File: src/rtl/wb_arb2.sv
// -----------------------------------------------------------------------------
// wb_arb2 : two-master Wishbone arbiter with round-robin tie break.
//
// A master is granted one cycle after it raises cyc while the arbiter is idle.
// It keeps the grant until it drops cyc. Every handover passes through at
// least one idle cycle. When both masters request at once, the master that
// was not granted last time wins.
//
// Optional feature (macro WB_ARB_TIMEOUT_EN): a stall watchdog. If a granted
// strobe sees no ack/err for TIMEOUT_CYCLES cycles, the arbiter answers the
// master with err, drops the slave cycle and releases the grant.
//
// Ports
//   i_clk, i_rst                 clock, synchronous active-high reset
//   m0_wb_* / m1_wb_*            master-side Wishbone (cyc, stb, we, adr,
//                                o_dat, sel, 4_burst, 8_burst in;
//                                i_dat, ack, err out)
//   s_wb_*                       slave-side Wishbone (mirror of the above)
//
// state | meaning
// IDLE  | no grant; slave bus and master ack/err held low
// GNT0  | master 0 owns the slave bus
// GNT1  | master 1 owns the slave bus
// -----------------------------------------------------------------------------
`ifndef WB_ADDR_W
`define WB_ADDR_W 16
`endif

module wb_arb2 #(
    parameter int TIMEOUT_CYCLES = 255
) (
    input  logic                  i_clk,
    input  logic                  i_rst,

    input  logic                  m0_wb_cyc,
    input  logic                  m0_wb_stb,
    input  logic                  m0_wb_we,
    input  logic [`WB_ADDR_W-1:0] m0_wb_adr,
    input  logic [15:0]           m0_wb_o_dat,
    input  logic [1:0]            m0_wb_sel,
    input  logic                  m0_wb_4_burst,
    input  logic                  m0_wb_8_burst,
    output logic [15:0]           m0_wb_i_dat,
    output logic                  m0_wb_ack,
    output logic                  m0_wb_err,

    input  logic                  m1_wb_cyc,
    input  logic                  m1_wb_stb,
    input  logic                  m1_wb_we,
    input  logic [`WB_ADDR_W-1:0] m1_wb_adr,
    input  logic [15:0]           m1_wb_o_dat,
    input  logic [1:0]            m1_wb_sel,
    input  logic                  m1_wb_4_burst,
    input  logic                  m1_wb_8_burst,
    output logic [15:0]           m1_wb_i_dat,
    output logic                  m1_wb_ack,
    output logic                  m1_wb_err,

    output logic                  s_wb_cyc,
    output logic                  s_wb_stb,
    output logic                  s_wb_we,
    output logic [`WB_ADDR_W-1:0] s_wb_adr,
    output logic [15:0]           s_wb_o_dat,
    output logic [1:0]            s_wb_sel,
    output logic                  s_wb_4_burst,
    output logic                  s_wb_8_burst,
    input  logic [15:0]           s_wb_i_dat,
    input  logic                  s_wb_ack,
    input  logic                  s_wb_err
);

    typedef enum logic [1:0] {
        ST_IDLE = 2'd0,
        ST_GNT0 = 2'd1,
        ST_GNT1 = 2'd2
    } state_t;

    state_t state_q, state_d;
    logic   last_q, last_d;     // master granted most recently
    logic   gnt0, gnt1;
    logic   to_fire;            // watchdog expires this cycle

    assign gnt0 = (state_q == ST_GNT0);
    assign gnt1 = (state_q == ST_GNT1);

`ifdef WB_ARB_TIMEOUT_EN
    localparam logic [7:0] TO_LAST = 8'(TIMEOUT_CYCLES - 1);

    logic [7:0] cnt_q, cnt_d;
    logic       stalled;

    // Only a live strobe of the granted master with no slave response counts.
    assign stalled = ((gnt0 & m0_wb_cyc & m0_wb_stb) | (gnt1 & m1_wb_cyc & m1_wb_stb))
                     & ~s_wb_ack & ~s_wb_err;
    assign to_fire = stalled & (cnt_q == TO_LAST);
    assign cnt_d   = (stalled & ~to_fire) ? cnt_q + 8'd1 : 8'd0;

    always_ff @(posedge i_clk) begin
        if (i_rst) begin
            cnt_q <= 8'd0;
        end else begin
            cnt_q <= cnt_d;
        end
    end
`else
    logic unused_timeout_cfg;

    assign to_fire            = 1'b0;
    assign unused_timeout_cfg = ^8'(TIMEOUT_CYCLES);
`endif

    // state register
    always_ff @(posedge i_clk) begin
        if (i_rst) begin
            state_q <= ST_IDLE;
            last_q  <= 1'b1;    // master 0 wins the first tie
        end else begin
            state_q <= state_d;
            last_q  <= last_d;
        end
    end

    // next-state logic
    always_comb begin
        state_d = state_q;
        last_d  = last_q;
        case (state_q)
            ST_IDLE: begin
                if (m0_wb_cyc && m1_wb_cyc) begin
                    state_d = last_q ? ST_GNT0 : ST_GNT1;
                end else if (m0_wb_cyc) begin
                    state_d = ST_GNT0;
                end else if (m1_wb_cyc) begin
                    state_d = ST_GNT1;
                end
            end
            ST_GNT0: begin
                if (!m0_wb_cyc || to_fire) begin
                    state_d = ST_IDLE;
                    last_d  = 1'b0;
                end
            end
            ST_GNT1: begin
                if (!m1_wb_cyc || to_fire) begin
                    state_d = ST_IDLE;
                    last_d  = 1'b1;
                end
            end
            default: state_d = ST_IDLE;
        endcase
    end

    // output logic
    always_comb begin
        s_wb_cyc     = 1'b0;
        s_wb_stb     = 1'b0;
        s_wb_we      = 1'b0;
        s_wb_adr     = '0;
        s_wb_o_dat   = 16'h0000;
        s_wb_sel     = 2'b00;
        s_wb_4_burst = 1'b0;
        s_wb_8_burst = 1'b0;
        m0_wb_ack    = 1'b0;
        m0_wb_err    = 1'b0;
        m1_wb_ack    = 1'b0;
        m1_wb_err    = 1'b0;

        if (gnt0) begin
            s_wb_cyc     = m0_wb_cyc;
            s_wb_stb     = m0_wb_stb;
            s_wb_we      = m0_wb_we;
            s_wb_adr     = m0_wb_adr;
            s_wb_o_dat   = m0_wb_o_dat;
            s_wb_sel     = m0_wb_sel;
            s_wb_4_burst = m0_wb_4_burst;
            s_wb_8_burst = m0_wb_8_burst;
            if (to_fire) begin
                s_wb_cyc  = 1'b0;
                s_wb_stb  = 1'b0;
                m0_wb_err = 1'b1;
            end else begin
                // gating by cyc drops a response landing as the master leaves
                m0_wb_ack = s_wb_ack & m0_wb_cyc;
                m0_wb_err = s_wb_err & m0_wb_cyc;
            end
        end else if (gnt1) begin
            s_wb_cyc     = m1_wb_cyc;
            s_wb_stb     = m1_wb_stb;
            s_wb_we      = m1_wb_we;
            s_wb_adr     = m1_wb_adr;
            s_wb_o_dat   = m1_wb_o_dat;
            s_wb_sel     = m1_wb_sel;
            s_wb_4_burst = m1_wb_4_burst;
            s_wb_8_burst = m1_wb_8_burst;
            if (to_fire) begin
                s_wb_cyc  = 1'b0;
                s_wb_stb  = 1'b0;
                m1_wb_err = 1'b1;
            end else begin
                m1_wb_ack = s_wb_ack & m1_wb_cyc;
                m1_wb_err = s_wb_err & m1_wb_cyc;
            end
        end
    end

    assign m0_wb_i_dat = s_wb_i_dat;
    assign m1_wb_i_dat = s_wb_i_dat;

endmodule

File: config.mk
export PLATFORM = sky130hd
export DESIGN_NAME = wb_arb2
export DESIGN_NICKNAME = d
export VERILOG_FILES = /design/src/rtl/wb_arb2.sv
export SDC_FILE = /design/constraint.sdc
export NUM_CORES = 1
export LEC_CHECK = 0
export BUFFER_PORTS_ARGS = -buffer_cell sky130_fd_sc_hd__buf_2
export CORE_AREA = 2 2 67 69
export CTS_CLUSTER_DIAMETER = 150
export DETAILED_ROUTE_END_ITERATION = 16
export DIE_AREA = 0 0 69 71
export MAX_ROUTING_LAYER = met4
export PLACE_DENSITY_LB_ADDON = 0.1
export SYNTH_ARGS = -nofsm -noshare
export SYNTH_HDL_FRONTEND = slang
export SYNTH_SLANG_ARGS = --single-unit
File: constraint.sdc
create_clock -name i_clk -period 1.1 [get_ports i_clk]
set_clock_uncertainty 0.1 [all_clocks]
set_input_delay 0.055 -clock i_clk [delete_from_list [all_inputs] [get_ports i_clk]]
set_output_delay 0.055 -clock i_clk [all_outputs]
set_load 0.02 [all_outputs]
-- Word level (Yosys, flattened, before mapping)
Cells that the tools add are included.
W data, S select, Z words.
- eq/ne operators: 5
- mux-type cells: 32
- bitwise gates (word level): 4
- reductions and logical operators: 5
- operator list (operator ; count):
    $mux W16 ; 4
    $mux W1 ; 18
    $mux W2 ; 8
    $pmux W2 S3 ; 1
    $reduce_and A3 Y1 ; 2
    $and A1 B1 Y1 ; 4
    $ne A2 B2 Y1 const B ; 2
    $ne A4 B4 Y1 const B ; 1
    $eq A2 B1 Y1 const B ; 1
    $eq A2 B2 Y1 const B ; 1
    $logic_not A2 Y1 ; 1
    $pmux W1 S2 ; 1
    $reduce_bool A2 Y1 ; 1
    $logic_and A1 B1 Y1 ; 1
- bits in registers: 3
- input bits: 98
- logic and storage cells: 48

-- Longest topological paths before layout
- depth after elaboration: 4
- gate-level depth with buffers: 4
- mapped depth without buffers: 2

-- Least setup slack after synthesis
No wires, ideal clock.
- kind: register to output
- start: reg state_q[1]
- end: out s_wb_adr[0]
- arrival time: 1044 ps
- required time: 945 ps
- setup slack: -99 ps
- stages on the path, launching flop included: 5
- path buffers: 2
- cells stage by stage: dfxtp_1 and2b_1 buf_4 buf_6 a22o_1
- longest elaborated chain between the ends: 3
- elaborated cells between the ends (all ways): 4
- RTL lines (item ; RTL line ; RTL):
    start: declaration ; 78 ; state_t state_q, state_d;
    start signal: assignment ; 118 ; state_q <= state_d;
    $eq A2 B2 Y1 ; 84 ; assign gnt1 = (state_q == ST_GNT1);
    $mux W16 ; 186 ; end else if (gnt1) begin
    $mux W16 * ; 168 ; if (gnt0) begin
    end: declaration ; 62 ; output logic [`WB_ADDR_W-1:0] s_wb_adr,
Mark *: on every way between the ends. The rest lies on a longest branch, timed or not.

-- Worst setup path after layout
- start: reg state_q[1]
- end: out s_wb_o_dat[14]
- longest elaborated chain between the ends: 3
- elaborated cells between the ends (all ways): 4
- RTL lines (item ; RTL line ; RTL):
    $eq A2 B2 Y1 ; 84 ;
    $mux W16 ; 186 ;
    $mux W16 * ; 168 ;
    end: declaration ; 63 ; output logic [15:0] s_wb_o_dat,
Marked as above.

==> impl_metrics.py <==
metrics = {
    "layout": {
        "syn_to_final_growth_pct": 154,
        "final_cell_mix": "84 x buf_2, 40 x buf_6, 38 x a22o_4",
        "fin_nets": 294,
        "fin_area_sq_um": 2030,
        "antennaDiodeCount": 0,
        "layout_commonest_cell": "buf_2",
        "drive_gt1_share_pct": 94.9,
    },
    "setup_path": {
        "startpoint_type": "flip-flop",
        "path_class": "reg -> out",
        "r2r_cells": 3,
        "cp_slowest_cell": "dfxtp_2",
        "worstPathRequired_ns": 0.94,
        "r2r_slack_ns": -0.09,
        "end_kind": "output pin",
        "reg2reg_to": "last_q",
        "arrival_ns": 1.30,
        "critPathMaxStageDelay_ns": 0.32,
        "startpoint": "state_q[1]",
        "cp_cell_sequence": "and2b_4, clkbuf_16, a22o_4, buf_6",
        "crit_fanout": 9,
        "r2r_start": "state_q[1]",
    },
    "logic_synthesis": {
        "ys_ff_latch": 3,
        "syn-num-nets": 195,
        "yosysTopAreaCellShare_pct": 42.8,
        "synth_top_area_cell": "a22o_1",
        "seq_area_frac_synth_pct": 7.52,
        "yosysWarnings": 0,
        "avgSynthCellArea_sq_um": 8.23,
        "syn_area_sq_um": 798,
        "synth_area_leaders": "a22o_1 43%, buf_4 31%, dfxtp_1 7.5%",
        "ys_types": 13,
        "syn_inst": 97,
    },
    "global_route": {
        "grt_use_total_pct": 14.6,
        "overflow": 0,
        "grt_pass1_wl_microns": 5800,
        "grt_antenna_before_repair": 0,
        "grt_max_degree": 22,
        "first_global_vias": 1169,
    },
    "outcome": {
        "status": "finished with violations",
        "violations": "negative setup slack",
    },
    "routing": {
        "wl_microns": 3820,
        "viasPerCell": 4.65,
        "drtIter0Drc": 25,
        "dr.pass1.iters": 4,
        "vias": 1148,
        "postRouteAntennaNets": 0,
        "drc": 0,
        "wire_per_inst_microns": 15.5,
    },
    "min_path": {
        "min_from": "s_wb_i_dat[11]",
        "hold_path_end": "m0_wb_i_dat[11]",
        "hp-class": "in -> out",
        "holdPathStages": 0,
    },
    "placed_design": {
        "port_buffers": 124,
        "gp_congestion": 0.818,
        "dp.final_hpwl_microns": 2910,
        "placed_area_sq_um": 1640,
    },
    "sta": {
        "max_freq_ghz": 0.689,
        "slew_headroom_pct": 83.5,
        "setup_viol": 45,
        "hold_violations": 0,
        "rsz0062_at_grt": "true",
        "fin_ws_ns": -0.351,
        "tightestPinTransition_ns": 0.247,
        "period_needed_ns": 1.45,
        "slew_viol_final": 0,
        "hold_ws_ns": 0.0100,
        "period_share_pct": 132,
    },
    "cts": {
        "clock_latency_ns": 0.22,
        "cts-root-buf": "clkbuf_8",
        "htree_levels": 1,
        "clock_path_buffers": 2,
        "cts_buffers": 3,
        "clkTransAtPathRegs_ns": 0.03,
        "cts.sinks": 3,
        "cts_tree": "yes",
    },
    "power": {
        "power_density_nw_per_um2": 664,
        "p_leak_nw": 1.11,
        "finalPower_mw": 1.35,
        "peakVddDrop_v": 0.000428,
    },
    "floorplanning": {
        "rows": 24,
        "initial_utilization_pct": 19.0,
        "dieHeight_microns": 71,
        "core_sq_um": 4200,
        "ios": 173,
        "die-area_sq_um": 4900,
        "die_w_microns": 69,
    },
    "run": {
        "maxCapViolations": 0,
    },
}
==> metrics by stage <==
stage                     setup slack [ns]  cells  setup TNS (ns)  util (%)
after global routing                -0.390    247          -15.66      48.3
after CTS                           -0.363    246          -14.42      46.6
after floorplan                    -0.0845     97           -2.64         -
final                               -0.351    247          -14.06      48.3
after global placement              -0.156    239           -6.45      39.0
after detailed placement            -0.163    239           -6.76      39.0
==> sequential cells by signal (all words and copies together) (netlist names) <==
name / cells
last_q: 1
state_q: 2
==> cells by family after synthesis <==
logic type             count (synthesis)  synth area share [%]
buffers and inverters                 43                  38.6
AO/OA/AOI/OAI                         43                  47.5
AND/OR/NAND/NOR                        8                  6.43
flip-flops                             3                  7.52
==> area by class of cell <==
cell class | instances | area [sq um]
timing repair buffer | 135 | 1040
multi-input combinational | 51 | 807
sequential | 3 | 62.6
fill | 405 | 2170
inverter | 2 | 7.51
tap | 52 | 65.1
clock buffer | 4 | 45.0
==> power breakdown <==
group	leakage, nW	internal, mW	switching (mW)
Clock	0.0228	0.247	0.0753
Sequential	0.0254	0.116	0.00576
Combinational	1.07	0.516	0.387
Total	1.11	0.880	0.468
==> synthesized netlist by cell type <==
cell type / count
and3_1: 4
a22o_1: 39
buf_4: 33
inv_1: 2
dfxtp_1: 3
buf_2: 6
nor2b_1: 3
a2111oi_0: 1
o311a_1: 1
buf_6: 2
a2111o_1: 1
and2b_1: 1
o21a_1: 1
==> per-layer routing <==
layer,wire length [microns],GRT usage (%),vias to the layer above
met2,2030,25.3,78
li1,-,-,539
met4,72,5.45,0
met3,300,3.85,11
met1,1420,16.1,520
met5,0,-,-
==> worst max-delay path: cells and delay by family, from the launching register on <==
family / cells / cell delay [ns]
flip-flops: 1 / 0.32
buffers and inverters: 2 / 0.30
AND/OR/NAND/NOR: 1 / 0.23
AO/OA/AOI/OAI: 1 / 0.22
==> worst max path at each step <==
stage,end,cells past startpoint
2_1_floorplan,s_wb_adr[0],4
3_3_place_gp,s_wb_adr[10],4
3_5_place_dp,s_wb_adr[12],4
4_1_cts,m1_wb_err,4
5_1_grt,m1_wb_err,4
6_report,s_wb_o_dat[14],4
==> what timing repair did <==
item,4_1_cts,5_1_grt
pin swaps,4,2
buffers inserted,1,1
hold endpoints to repair,2,0
gates resized for setup,74,15
endpoints found under the setup margin,45,44
hold buffers,1,0
cloned,1,1
(Power assumes the default switching activity.)
